`config.mk`:
```
export PLATFORM = sky130hd
export DESIGN_NAME = memory_request_sequencer
export DESIGN_NICKNAME = d
export VERILOG_FILES = /design/src/rtl/memory_request_sequencer.sv
export SDC_FILE = /design/constraint.sdc
export NUM_CORES = 1
export LEC_CHECK = 0
export CAP_MARGIN = 20
export CORE_MARGIN = 2
export CORE_UTILIZATION = 35
export DETAILED_ROUTE_END_ITERATION = 16
export GPL_ROUTABILITY_DRIVEN = 1
export GPL_TIMING_DRIVEN = 0
export PLACE_DENSITY = 0.67
export SLEW_MARGIN = 25
export SYNTH_ARGS = -nofsm -noshare
export SYNTH_HDL_FRONTEND = slang
export SYNTH_SLANG_ARGS = --single-unit
```
`constraint.sdc`:
```
create_clock -name clk -period 6.1 [get_ports clk]
set_clock_uncertainty 0.15 [all_clocks]
set_input_delay 1.22 -clock clk [delete_from_list [all_inputs] [get_ports clk]]
set_output_delay 1.22 -clock clk [all_outputs]
set_load 0.01 [all_outputs]
```
`src/rtl/memory_request_sequencer.sv`:
```
// Arbitrates instruction fetches against loads/stores, range/alignment-checks
// the winner and runs a single-word memory cycle, answering with a one-cycle ack.
module memory_request_sequencer #(
    parameter int                    DATA_WIDTH        = 32,
    parameter int                    MEMORY_DEPTH      = 64,
    parameter logic [DATA_WIDTH-1:0] INSTRUCTION_RANGE = 32'h0040_0000,
    parameter logic [DATA_WIDTH-1:0] DATA_RANGE        = 32'h1001_0000
) (
    input  logic                  clk,
    input  logic                  reset,
    input  logic                  Fetch_Req_i,
    input  logic [DATA_WIDTH-1:0] Fetch_Addr_i,
    output logic                  Fetch_Ack_o,
    output logic [DATA_WIDTH-1:0] Instruction_o,
    input  logic                  Data_Req_i,
    input  logic                  Data_Write_i,
    input  logic [DATA_WIDTH-1:0] Data_Addr_i,
    input  logic [DATA_WIDTH-1:0] Data_Wdata_i,
    output logic                  Data_Ack_o,
    output logic [DATA_WIDTH-1:0] Data_Rdata_o,
    output logic                  Fault_o,
    output logic [DATA_WIDTH-1:0] Mem_Address_o,
    output logic                  Mem_Write_Enable_o,
    output logic [DATA_WIDTH-1:0] Mem_Write_Data_o,
    input  logic [DATA_WIDTH-1:0] Mem_Read_Data_i
);

    localparam logic [1:0] S_IDLE   = 2'd0;
    localparam logic [1:0] S_ACCESS = 2'd1;
    localparam logic [1:0] S_RESP   = 2'd2;
    localparam logic       CH_FETCH = 1'b0;
    localparam logic       CH_DATA  = 1'b1;

    // Window limits carry one extra bit so the upper bound never wraps.
    localparam logic [DATA_WIDTH:0] WIN_BYTES = (DATA_WIDTH+1)'(4 * MEMORY_DEPTH);
    localparam logic [DATA_WIDTH:0] ROM_LO    = {1'b0, INSTRUCTION_RANGE};
    localparam logic [DATA_WIDTH:0] ROM_HI    = ROM_LO + WIN_BYTES;
    localparam logic [DATA_WIDTH:0] RAM_LO    = {1'b0, DATA_RANGE};
    localparam logic [DATA_WIDTH:0] RAM_HI    = RAM_LO + WIN_BYTES;

    logic [1:0]            state_q, state_d;
    logic                  last_grant_q, last_grant_d;
    logic                  chan_q, chan_d;
    logic                  write_q, write_d;
    logic [DATA_WIDTH-1:0] addr_q, addr_d;
    logic [DATA_WIDTH-1:0] wdata_q, wdata_d;
    logic                  we_q, we_d;
    logic                  fetch_ack_q, fetch_ack_d;
    logic                  data_ack_q, data_ack_d;
    logic                  fault_q, fault_d;
    logic [DATA_WIDTH-1:0] instr_q, instr_d;
    logic [DATA_WIDTH-1:0] drdata_q, drdata_d;

    logic                  grant_any_s;
    logic                  grant_data_s;
    logic                  sel_write_s;
    logic [DATA_WIDTH-1:0] sel_addr_s;
    logic [DATA_WIDTH:0]   addr_ext_s;
    logic                  in_rom_s;
    logic                  in_ram_s;
    logic                  fault_s;
    logic [DATA_WIDTH-1:0] rd_word_s;

    // Arbitration and fault classification of the request that would be granted now.
    always_comb begin
        grant_any_s  = Fetch_Req_i | Data_Req_i;
        grant_data_s = Data_Req_i & (~Fetch_Req_i | (last_grant_q == CH_FETCH));
        sel_addr_s   = grant_data_s ? Data_Addr_i : Fetch_Addr_i;
        sel_write_s  = grant_data_s & Data_Write_i;
        addr_ext_s   = {1'b0, sel_addr_s};
        in_rom_s     = (addr_ext_s >= ROM_LO) && (addr_ext_s < ROM_HI);
        in_ram_s     = (addr_ext_s >= RAM_LO) && (addr_ext_s < RAM_HI);
        if (sel_addr_s[1:0] != 2'b00) begin
            fault_s = 1'b1;
        end else if (grant_data_s) begin
            fault_s = ~in_ram_s | (sel_write_s & in_rom_s);
        end else begin
            fault_s = ~in_rom_s;
        end
    end

    // Next-state logic for the IDLE/ACCESS/RESP sequencer and its registered outputs.
    always_comb begin
        state_d      = state_q;
        last_grant_d = last_grant_q;
        chan_d       = chan_q;
        write_d      = write_q;
        addr_d       = addr_q;
        wdata_d      = wdata_q;
        we_d         = 1'b0;
        fetch_ack_d  = 1'b0;
        data_ack_d   = 1'b0;
        fault_d      = 1'b0;
        instr_d      = instr_q;
        drdata_d     = drdata_q;
        rd_word_s    = write_q ? {DATA_WIDTH{1'b0}} : Mem_Read_Data_i;
        case (state_q)
            S_IDLE: begin
                if (grant_any_s) begin
                    chan_d  = grant_data_s;
                    write_d = sel_write_s;
                    addr_d  = sel_addr_s;
                    wdata_d = grant_data_s ? Data_Wdata_i : wdata_q;
                    if (fault_s) begin
                        // Faults skip the memory cycle and answer straight away with zero data.
                        state_d     = S_RESP;
                        fault_d     = 1'b1;
                        fetch_ack_d = ~grant_data_s;
                        data_ack_d  = grant_data_s;
                        if (grant_data_s) begin
                            drdata_d = {DATA_WIDTH{1'b0}};
                        end else begin
                            instr_d = {DATA_WIDTH{1'b0}};
                        end
                    end else begin
                        state_d = S_ACCESS;
                        we_d    = sel_write_s;
                    end
                end else begin
                    state_d = S_IDLE;
                end
            end
            S_ACCESS: begin
                state_d = S_RESP;
                if (chan_q == CH_DATA) begin
                    data_ack_d = 1'b1;
                    drdata_d   = rd_word_s;
                end else begin
                    fetch_ack_d = 1'b1;
                    instr_d     = rd_word_s;
                end
            end
            S_RESP: begin
                state_d      = S_IDLE;
                last_grant_d = chan_q;
            end
            default: begin
                state_d = S_IDLE;
            end
        endcase
    end

    // State and output registers; reset aborts any access in flight.
    always_ff @(posedge clk or posedge reset) begin
        if (reset) begin
            state_q      <= S_IDLE;
            last_grant_q <= CH_DATA;
            chan_q       <= CH_FETCH;
            write_q      <= 1'b0;
            addr_q       <= {DATA_WIDTH{1'b0}};
            wdata_q      <= {DATA_WIDTH{1'b0}};
            we_q         <= 1'b0;
            fetch_ack_q  <= 1'b0;
            data_ack_q   <= 1'b0;
            fault_q      <= 1'b0;
            instr_q      <= {DATA_WIDTH{1'b0}};
            drdata_q     <= {DATA_WIDTH{1'b0}};
        end else begin
            state_q      <= state_d;
            last_grant_q <= last_grant_d;
            chan_q       <= chan_d;
            write_q      <= write_d;
            addr_q       <= addr_d;
            wdata_q      <= wdata_d;
            we_q         <= we_d;
            fetch_ack_q  <= fetch_ack_d;
            data_ack_q   <= data_ack_d;
            fault_q      <= fault_d;
            instr_q      <= instr_d;
            drdata_q     <= drdata_d;
        end
    end

    assign Fetch_Ack_o        = fetch_ack_q;
    assign Instruction_o      = instr_q;
    assign Data_Ack_o         = data_ack_q;
    assign Data_Rdata_o       = drdata_q;
    assign Fault_o            = fault_q;
    assign Mem_Address_o      = addr_q;
    assign Mem_Write_Enable_o = we_q;
    assign Mem_Write_Data_o   = wdata_q;

endmodule

```
==> results_dict.tcl, run 1 <==
set metrics [dict create \
    cpLargestDelayFamily "buffers and inverters" \
    instances_no_fill 1134 \
    grt_first_pass_wirelength_um 34700 \
    slew_headroom_pct 52.6 \
    cp_slowest_cell "sky130_fd_sc_hd__clkdlybuf4s50_1" \
    drt_pre_antenna_iters 5 \
    p_int_uw 2110 \
    detailedPlacementHpwl_um 16200 \
    maxCapViolations 0 \
    synth_async_sr_flop_share_pct 100 \
    pwr_density_cell_nw_per_um2 284 \
    timing.critical_path.required_ns 6.24 \
    synthesis.yosys.warnings 0 \
    resized_cells_post_cts 0 \
    detail-route-antenna-nets 0 \
    htree_levels 4 \
    power_frac_clock_pct 38.3 \
    final_max_slew_viol_count 0 \
    cts_tree "yes" \
    peakVddDrop_uv 242 \
    syn-instance-count 603 \
    fin_crit_sh_pct 51.1 \
    full_die_area_um2 20000 \
    antenna_found_initial 1 \
    synth_top_area_share_pct 51.5 \
    worst_slew_pin_slew_ns 0.711 \
    synth.ff_latch_count 137 \
    area_growth_pct 54.5 \
    synth_area_leader_cell "sky130_fd_sc_hd__dfrtp_1" \
    reg2reg_slack_ns 3.70 \
    p_sw_share_pct 27.2 \
    power.sequential.fraction_pct 37.8 \
    first_iteration_detailed_routing_drc_count 322 \
    rsz0062_at_grt "false" \
    die_w_um 141 \
    track_usage_pct 22.3 \
    finalHoldViolations 0 \
    timing.critical_path.fanout_max 10 \
    place.detailed.instances 1102 \
    yosys_most_used_dff "sky130_fd_sc_hd__dfrtp_1" \
    remaining_drc_errors 0 \
    placement_rows 50 \
    grt_max_degree 75 \
    post_drt_via_cell_ratio 5.28 \
    timing.final.crit_period_ns 3.12 \
    wirelength_um 22200 \
    crit_chain "clkdlybuf4s50_1 > a21boi_4 > nand2_1 > buf_2 > clkbuf_1 > a32oi_1 > o21ai_0" \
    pin_count 265 \
    syn-cell-area_um2 6610 \
    crit_path_start_kind "primary input" \
    fmax_mhz 321 \
    design.final.nets 1020 \
    total_power_uw 2900 \
    final_worst_setup_slack_ns 2.98 \
    core_footprint_um2 18600 \
    clock_tree.buffer_depth 2 \
    die_h_um 141 \
    timing.critical_path.from "Data_Req_i" \
    commonest_non_fill_non_tap_cell_in_the_layout "sky130_fd_sc_hd__clkdlybuf4s50_1" \
    clkTransAtPathRegs_ns 0.06 \
    total_overflow_reported_by_the_global_router 0 \
    drive_gt1_share_pct 14.1 \
    hold_path_startpoint "Mem_Address_o[25]" \
    setup-violations-final 0 \
    root_buffer "sky130_fd_sc_hd__clkbuf_16" \
    setup-tns-final_ns 0 \
    worstHoldPathType "flop to flop" \
    synth_area_per_cell_um2 11.0 \
    detail_route.wl_per_cell_um 19.5 \
    ys_types 39 \
    total_leakage_power_uw 0.00420 \
    synth_edf_count 0 \
    critical_path_class "primary input to flop" \
    worst_setup_path_end_kind "flop" \
    cts_hold_buffers 0 \
    first_global_vias 6238 \
    clk-insertion-delay-late_ns 0.42 \
    max_stage_delay_ns 0.53 \
    r2r_path_start "state_q[0]" \
    port_buffer_count 264 \
    holdWs_ns 0.329 \
    post-cts-setup-buffers 0 \
    mappedNetlistNets 736 \
    comb_power_share_pct 23.9 \
    pre_cts_ws_ns 2.54 \
    vias 5987 \
    switching_power_uw 791 \
    antenna_cells 0 \
    result_of_the_run "finished, final reports clean" \
    worst-r2r-cell-count 5 \
    start_util_pct 35.5 \
    yosys-top-cells-area "sky130_fd_sc_hd__dfrtp_1 51%, sky130_fd_sc_hd__o21ai_0 7.0%, sky130_fd_sc_hd__mux2_2 5.6%" \
    clkSinkCount 137 \
    crit_buf_inv 3 \
    crit_arrival_ns 3.26 \
    hold_path_depth 2 \
    most_frequent_cells_in_the_layout "264 x sky130_fd_sc_hd__clkdlybuf4s50_1, 136 x sky130_fd_sc_hd__dfrtp_1, 92 x sky130_fd_sc_hd__o21ai_0, 40 x sky130_fd_sc_hd__nand2_1, 34 x sky130_fd_sc_hd__nor2b_1" \
    synth_seq_area_share_pct 51.9 \
    worstReg2RegEnd "Instruction_o[3]" \
    gp_congestion 0.831 \
    cts-buffers-inserted 17 \
    hold_path_end "Mem_Address_o[25]" \
]
worst max-delay path by stage:
stage | endpoint | slack (ns) | cells past startpoint
floorplan | Data_Ack_o | 1.06 | 1
global placement | Data_Rdata_o[11] | -1.11 | 2
detailed placement | Data_Rdata_o[26] | 2.54 | 7
CTS | Data_Rdata_o[26] | 2.99 | 7
global route | Data_Rdata_o[26] | 2.82 | 7
finish | Data_Rdata_o[26] | 2.98 | 7
cells in the mapped netlist (4+ instances only):
library cell,count
sky130_fd_sc_hd__nor4_1,10
sky130_fd_sc_hd__mux2i_1,32
sky130_fd_sc_hd__a211oi_1,5
sky130_fd_sc_hd__buf_4,5
sky130_fd_sc_hd__nand2_1,40
sky130_fd_sc_hd__buf_6,4
sky130_fd_sc_hd__o21ai_1,6
sky130_fd_sc_hd__clkbuf_1,29
sky130_fd_sc_hd__nor2b_1,34
sky130_fd_sc_hd__a32oi_1,32
sky130_fd_sc_hd__buf_2,19
sky130_fd_sc_hd__and2_1,32
sky130_fd_sc_hd__a211oi_2,27
sky130_fd_sc_hd__a31oi_1,33
sky130_fd_sc_hd__mux2_2,33
sky130_fd_sc_hd__dfrtp_1,136
sky130_fd_sc_hd__o21ai_0,92
tightest hold or removal path, delay by kind of cell (launching register included):
| family | cells | cell delay, ns |
|---|---|---|
| DFF | 1 | 0.34 |
| and+or+nand+nor | 1 | 0.04 |
| AOI/OAI and AO/OA | 1 | 0.06 |
layer usage:
metal / share of wire, % / vias up / GRT usage (%)
met5: 0 / - / 0
met4: 2.4 / 0 / 7.68
met3: 7.9 / 30 / 7.53
met2: 47 / 227 / 35.9
met1: 43 / 2926 / 28.4
li1: - / 2804 / -
state kept, by name, indices dropped and copies added, names as in the netlist:
signal              cells
Data_Rdata_o           32
Instruction_o          32
Mem_Address_o          32
Mem_Write_Data_o       32
state_q                 2
Data_Ack_o              1
Fault_o                 1
Fetch_Ack_o             1
Mem_Write_Enable_o      1
chan_q                  1
last_grant_q            1
write_q                 1
power by group through the flow:
stage	Sequential (uW)	Clock [uW]	Combinational, uW
3_3_place_gp	1110	0	693
5_1_grt	1110	1170	743
3_5_place_dp	1110	0	696
6_report	1100	1110	694
2_1_floorplan	1160	0	223
4_1_cts	1100	1130	701
layout make-up:
cell class | instances | area, um2
fill | 1611 | 8430
sequential | 137 | 3430
multi-input combinational | 406 | 2890
timing repair buffer | 265 | 2670
clock buffer | 18 | 439
tap | 234 | 293
buffer | 58 | 292
clock inverter | 14 | 194
inverter | 2 | 15.0
cells by family (layout without fill, tap and decap cells):
logic type / after synthesis / count (layout) / share of synthesized area [%]
AOI/OAI and AO/OA: 204 / 204 / 21.6
DFF: 137 / 137 / 51.9
buffers and inverters: 60 / 357 / 4.52
muxes: 65 / 65 / 10.5
and+or+nand+nor: 137 / 137 / 11.6
per-stage QoR:
stage | util, % | instance area (um2)
finish | 54.8 | 10200
global route | 54.8 | 10200
CTS | 54.8 | 10200
detailed placement | 51.4 | 9580
global placement | 51.2 | 9550
floorplan | - | 6610
No activity file was read; power rests on OpenSTA's default activity.
==> run 2: changes to the inputs <==
- PLACE_DENSITY: 0.67 -> 0.7
- clock period: 6.1 -> 2.7 ns (I/O delays scaled with it)
==> run 2 against run 1 <==
Clock-buffer cell count rose by 2. Combinational power rose by 130%. Largest cell class unchanged. Final cell count rose by 0.26%. Critical path depth did not move. Non-clock buffer count rose by 4. Utilization rose by 0.56 points.
==> results_dict.tcl, run 2 (synthesis gave the netlist of run 1 again) <==
set metrics [dict create \
    detail-route-antenna-nets 0 \
    cp_slowest_cell "sky130_fd_sc_hd__clkdlybuf4s50_1" \
    cts-buffers-inserted 17 \
    clkTransAtPathRegs_ns 0.06 \
    worst_slew_pin_slew_ns 0.695 \
    total_overflow_reported_by_the_global_router 0 \
    first_iteration_detailed_routing_drc_count 366 \
    instances_no_fill 1137 \
    wirelength_um 22300 \
    place.detailed.instances 1106 \
    die_w_um 141 \
    timing.final.crit_period_ns 2.48 \
    maxCapViolations 0 \
    fmax_mhz 404 \
    htree_levels 4 \
    critical_path_class "primary input to flop" \
    result_of_the_run "finished, final reports clean" \
    clock_tree.buffer_depth 2 \
    critical_path.endpoint "Data_Rdata_o[26]" \
    clkSinkCount 137 \
    post-cts-setup-buffers 0 \
    cts_tree "yes" \
    timing.critical_path.required_ns 2.84 \
    antenna_cells 0 \
    design.final.nets 1024 \
    drive_gt1_share_pct 14.4 \
    r2r_path_start "state_q[0]" \
    setup-violations-final 0 \
    worstHoldPathType "flop to flop" \
    worst_setup_path_end_kind "flop" \
    crit_arrival_ns 2.62 \
    detailedPlacementHpwl_um 16600 \
    placement_rows 50 \
    antenna_found_initial 1 \
    gp_congestion 0.876 \
    finalHoldViolations 0 \
    post_drt_via_cell_ratio 5.31 \
    port_buffer_count 264 \
    pin_count 265 \
    grt_first_pass_wirelength_um 34900 \
    first_global_vias 6326 \
    cts_hold_buffers 0 \
    max_stage_delay_ns 0.53 \
    die_h_um 141 \
    timing.critical_path.fanout_max 10 \
    resized_cells_post_cts 0 \
    area_growth_pct 56.1 \
    fin_crit_sh_pct 91.8 \
    timing.critical_path.from "Data_Req_i" \
    full_die_area_um2 20000 \
    commonest_non_fill_non_tap_cell_in_the_layout "sky130_fd_sc_hd__clkdlybuf4s50_1" \
    worstReg2RegEnd "Instruction_o[29]" \
    track_usage_pct 22.6 \
    vias 6035 \
    clk-insertion-delay-late_ns 0.42 \
    worst-r2r-cell-count 5 \
    rsz0062_at_grt "false" \
    finish.instance_area_um2 10300 \
    crit_path_start_kind "primary input" \
    slew_headroom_pct 53.6 \
    crit_chain "clkdlybuf4s50_1 > a21boi_4 > nand2_1 > buf_2 > clkbuf_1 > a32oi_1 > o21ai_0" \
    grt_max_degree 30 \
    remaining_drc_errors 0 \
    final_max_slew_viol_count 0 \
    total_leakage_power_uw 0.00425 \
    setup-tns-final_ns 0 \
    core_footprint_um2 18600 \
    dpl-instance-area_um2 9660 \
    peakVddDrop_uv 512 \
    drt_pre_antenna_iters 5 \
    start_util_pct 35.5 \
    most_frequent_cells_in_the_layout "264 x sky130_fd_sc_hd__clkdlybuf4s50_1, 136 x sky130_fd_sc_hd__dfrtp_1, 92 x sky130_fd_sc_hd__o21ai_0, 40 x sky130_fd_sc_hd__nand2_1, 34 x sky130_fd_sc_hd__nor2b_1" \
    detail_route.wl_per_cell_um 19.6 \
    root_buffer "sky130_fd_sc_hd__clkbuf_16" \
    pwr_density_cell_nw_per_um2 646 \
    reg2reg_slack_ns 0.41 \
]
run 2: report_power, final:
part / switching [uW] / internal [uW] / total [uW] / leakage, uW
Clock: 898 / 1710 / 2610 / 0.000322
Sequential: 146 / 2330 / 2480 / 0.00177
Combinational: 706 / 875 / 1580 / 0.00216
run 2: worst max-delay path, delay by kind of cell:
| family | cells | cell delay (ns) |
|---|---|---|
| AOI/OAI and AO/OA | 3 | 0.81 |
| buffers and inverters | 3 | 1.08 |
| and+or+nand+nor | 1 | 0.19 |
run 2: cell type report:
type | instances | area, um2
Sequential cell | 137 | 3430
Timing Repair Buffer | 269 | 2750
Buffer | 58 | 292
Tap cell | 234 | 293
Multi-Input combinational cell | 406 | 2890
Clock buffer | 20 | 467
Fill cell | 1635 | 8320
Inverter | 2 | 11.3
Clock inverter | 11 | 194
run 2: how the worst min path moves through the flow:
stage / start / to / slack [ns] / cells past startpoint
finish: Mem_Address_o[29] / Mem_Address_o[29] / 0.33 / 2
global route: Mem_Address_o[29] / Mem_Address_o[29] / 0.34 / 2
CTS: reset / Mem_Address_o[6] / 0.33 / 2
detailed placement: Mem_Address_o[0] / Mem_Address_o[0] / 0.32 / 2
global placement: Mem_Address_o[31] / Mem_Address_o[31] / 0.31 / 2
floorplan: write_q / write_q / 0.30 / 2
run 2: metal layers:
metal  track usage [%]  share of wire (%)  vias to the layer above
met5                 0                  0                        -
met4              8.58                2.5                        0
met3              6.14                8.1                       38
met2              37.2                 48                      253
met1              28.5                 41                     2939
li1                  -                  -                     2805
run 2: metrics by stage:
stage	total power [uW]	hold slack [ns]	util [%]	setup WS, ns
after global placement	4060	0.313	51.2	-1.05
after CTS	6740	0.332	55.4	0.241
after floorplan	3130	0.300	-	0.304
after global routing	6960	0.344	55.4	0.0948
final	6660	0.330	55.4	0.223
after detailed placement	4100	0.319	51.8	-0.188
==> run 3: changes to the inputs <==
- CORE_MARGIN: 2 -> default
==> run 3 against run 2 <==
Utilization up 0.89 points. Setup slack better by 0.0026 ns. Final cell count down 0.44%. Die area down 2.8%. Sequential cell count unchanged. Maximum frequency up 0.11%. Clock-buffer cell count down 1. Clock power down 7%. Largest cell class unchanged. Highest routed layer unchanged.
==> results_dict.tcl, run 3 (synthesis gave the netlist of run 1 again) <==
set metrics [dict create \
    slew_headroom_pct 48.3 \
    cts_tree "yes" \
    grtUsageMet3_pct 6.37 \
    antenna_found_initial 0 \
    hold_path_end "Mem_Address_o[20]" \
    power.sequential.fraction_pct 38.1 \
    detail_route.wl_per_cell_um 19.7 \
    hold_path_startpoint "Mem_Address_o[20]" \
    n_fill_cell 1597 \
    power_frac_clock_pct 37.5 \
    remaining_drc_errors 0 \
    clock_tree.buffer_depth 2 \
    hold_path_depth 2 \
    full_die_area_um2 19500 \
    fin_crit_sh_pct 91.7 \
    pin_count 265 \
    start_util_pct 36.2 \
    share_of_the_core_filled_with_cells_pct 56.3 \
    worst_setup_path_end_kind "flop" \
    crit_arrival_ns 2.61 \
    setup-tns-final_ns 0 \
    grt_first_pass_wirelength_um 35100 \
    gp_congestion 0.892 \
    rsz0062_at_grt "false" \
    drt_pre_antenna_iters 5 \
    detail-route-antenna-nets 0 \
    timing.final.crit_period_ns 2.47 \
    p_int_uw 4750 \
    port_buffer_count 264 \
    clk-insertion-delay-late_ns 0.41 \
    first_iteration_detailed_routing_drc_count 369 \
    peakVddDrop_uv 691 \
    grt_max_degree 31 \
    clkSinkCount 137 \
    design.final.nets 1024 \
    area_growth_pct 55.4 \
    final_max_slew_viol_count 0 \
    die_h_um 139 \
    reg2reg_slack_ns 0.33 \
    track_usage_pct 23.6 \
    comb_power_share_pct 24.4 \
    timing.critical_path.required_ns 2.83 \
    r2r_path_start "state_q[0]" \
    placement_rows 49 \
    pwr_density_cell_nw_per_um2 633 \
    commonest_non_fill_non_tap_cell_in_the_layout "sky130_fd_sc_hd__clkdlybuf4s50_1" \
    gr-usage-met2_pct 37.3 \
    post_drt_via_cell_ratio 5.31 \
    critical_path_class "primary input to flop" \
    htree_levels 4 \
    drive_gt1_share_pct 14.2 \
    vias 6016 \
    finalHoldViolations 0 \
    core_footprint_um2 18300 \
    busiest_layer "met2" \
    cts_hold_buffers 0 \
    crit_path_start_kind "primary input" \
    wirelength_um 22300 \
    met1_usage_pct 30.5 \
    total_overflow_reported_by_the_global_router 0 \
    post-cts-setup-buffers 0 \
    result_of_the_run "finished, final reports clean" \
    switching_power_uw 1750 \
    worst_slew_pin_slew_ns 0.775 \
    timing.critical_path.fanout_max 10 \
    first_global_vias 6236 \
    setup-violations-final 0 \
    worstHoldPathType "flop to flop" \
    most_frequent_cells_in_the_layout "264 x sky130_fd_sc_hd__clkdlybuf4s50_1, 136 x sky130_fd_sc_hd__dfrtp_1, 92 x sky130_fd_sc_hd__o21ai_0, 40 x sky130_fd_sc_hd__nand2_1, 34 x sky130_fd_sc_hd__nor2b_1" \
    clkTransAtPathRegs_ns 0.06 \
    worstReg2RegEnd "Instruction_o[6]" \
    worst-r2r-cell-count 5 \
    resized_cells_post_cts 0 \
    antenna_cells 0 \
    p_sw_share_pct 27.0 \
    root_buffer "sky130_fd_sc_hd__clkbuf_16" \
    detailedPlacementHpwl_um 16400 \
    maxCapViolations 0 \
    total_leakage_power_uw 0.00424 \
    cts-buffers-inserted 17 \
    fmax_mhz 404 \
    die_w_um 139 \
]
run 3: cell types whose count changed in the layout (fill, tap and decap cells not counted):
cell	previous run	this run
sky130_fd_sc_hd__clkbuf_8	3	0
sky130_fd_sc_hd__inv_6	0	1
sky130_fd_sc_hd__clkinv_2	2	4
sky130_fd_sc_hd__bufinv_16	5	4
sky130_fd_sc_hd__buf_12	4	2
sky130_fd_sc_hd__buf_16	1	3
sky130_fd_sc_hd__clkinvlp_4	2	1
sky130_fd_sc_hd__clkbuf_1	29	31
run 3: cell type report:
class | instances | area, um2 | area share (%)
clock buffers | 19 | 433 | 4.21
multi-input cells | 406 | 2890 | 28.1
plain buffers | 58 | 292 | 2.84
well taps | 229 | 287 | 2.79
repair buffers | 269 | 2770 | 26.9
flip-flops and latches | 137 | 3430 | 33.4
inverters | 2 | 11.3 | 0.110
clock inverters | 12 | 175 | 1.70
run 3: worst max-delay path by stage:
stage          depth (start not counted)  slack (ns)              endpoint       start
2_1_floorplan                          1        0.30            Data_Ack_o       reset
3_3_place_gp                           2       -1.06  Mem_Write_Data_o[29]       reset
6_report                               7        0.23      Data_Rdata_o[26]  Data_Req_i
4_1_cts                                7        0.20      Data_Rdata_o[19]  Data_Req_i
3_5_place_dp                           7       -0.26      Data_Rdata_o[19]  Data_Req_i
5_1_grt                                7        0.03      Data_Rdata_o[26]  Data_Req_i
run 3: stage by stage:
stage	worst slack, ns	std cells	hold WS, ns	cell area (um2)	power [uW]
4_1_cts	0.204	1132	0.332	10300	6560
3_5_place_dp	-0.256	1101	0.319	9670	4100
5_1_grt	0.0316	1132	0.353	10300	6770
3_3_place_gp	-1.06	1096	0.312	9550	4070
2_1_floorplan	0.304	603	0.300	6620	3130
6_report	0.225	1132	0.328	10300	6500
run 3: critical path, cell delays in order:
cell,delay [ns]
sky130_fd_sc_hd__clkdlybuf4s50_1,0.52
sky130_fd_sc_hd__a21boi_4,0.40
sky130_fd_sc_hd__nand2_1,0.19
sky130_fd_sc_hd__buf_2,0.28
sky130_fd_sc_hd__clkbuf_1,0.29
sky130_fd_sc_hd__a32oi_1,0.27
sky130_fd_sc_hd__o21ai_0,0.12
run 3: routing by layer:
layer  share of wire [%]  vias up
met2                  47      246
met4                 2.4        0
met5                   0        -
met3                 7.3       34
li1                    -     2810
met1                  43     2926
run 3: power by group through the flow:
| stage | clock network (uW) | logic (uW) | registers (uW) |
|---|---|---|---|
| final | 2440 | 1590 | 2480 |
| after CTS | 2480 | 1600 | 2480 |
| after floorplan | 0 | 505 | 2630 |
| after global placement | 0 | 1570 | 2500 |
| after detailed placement | 0 | 1590 | 2510 |
| after global routing | 2570 | 1690 | 2510 |
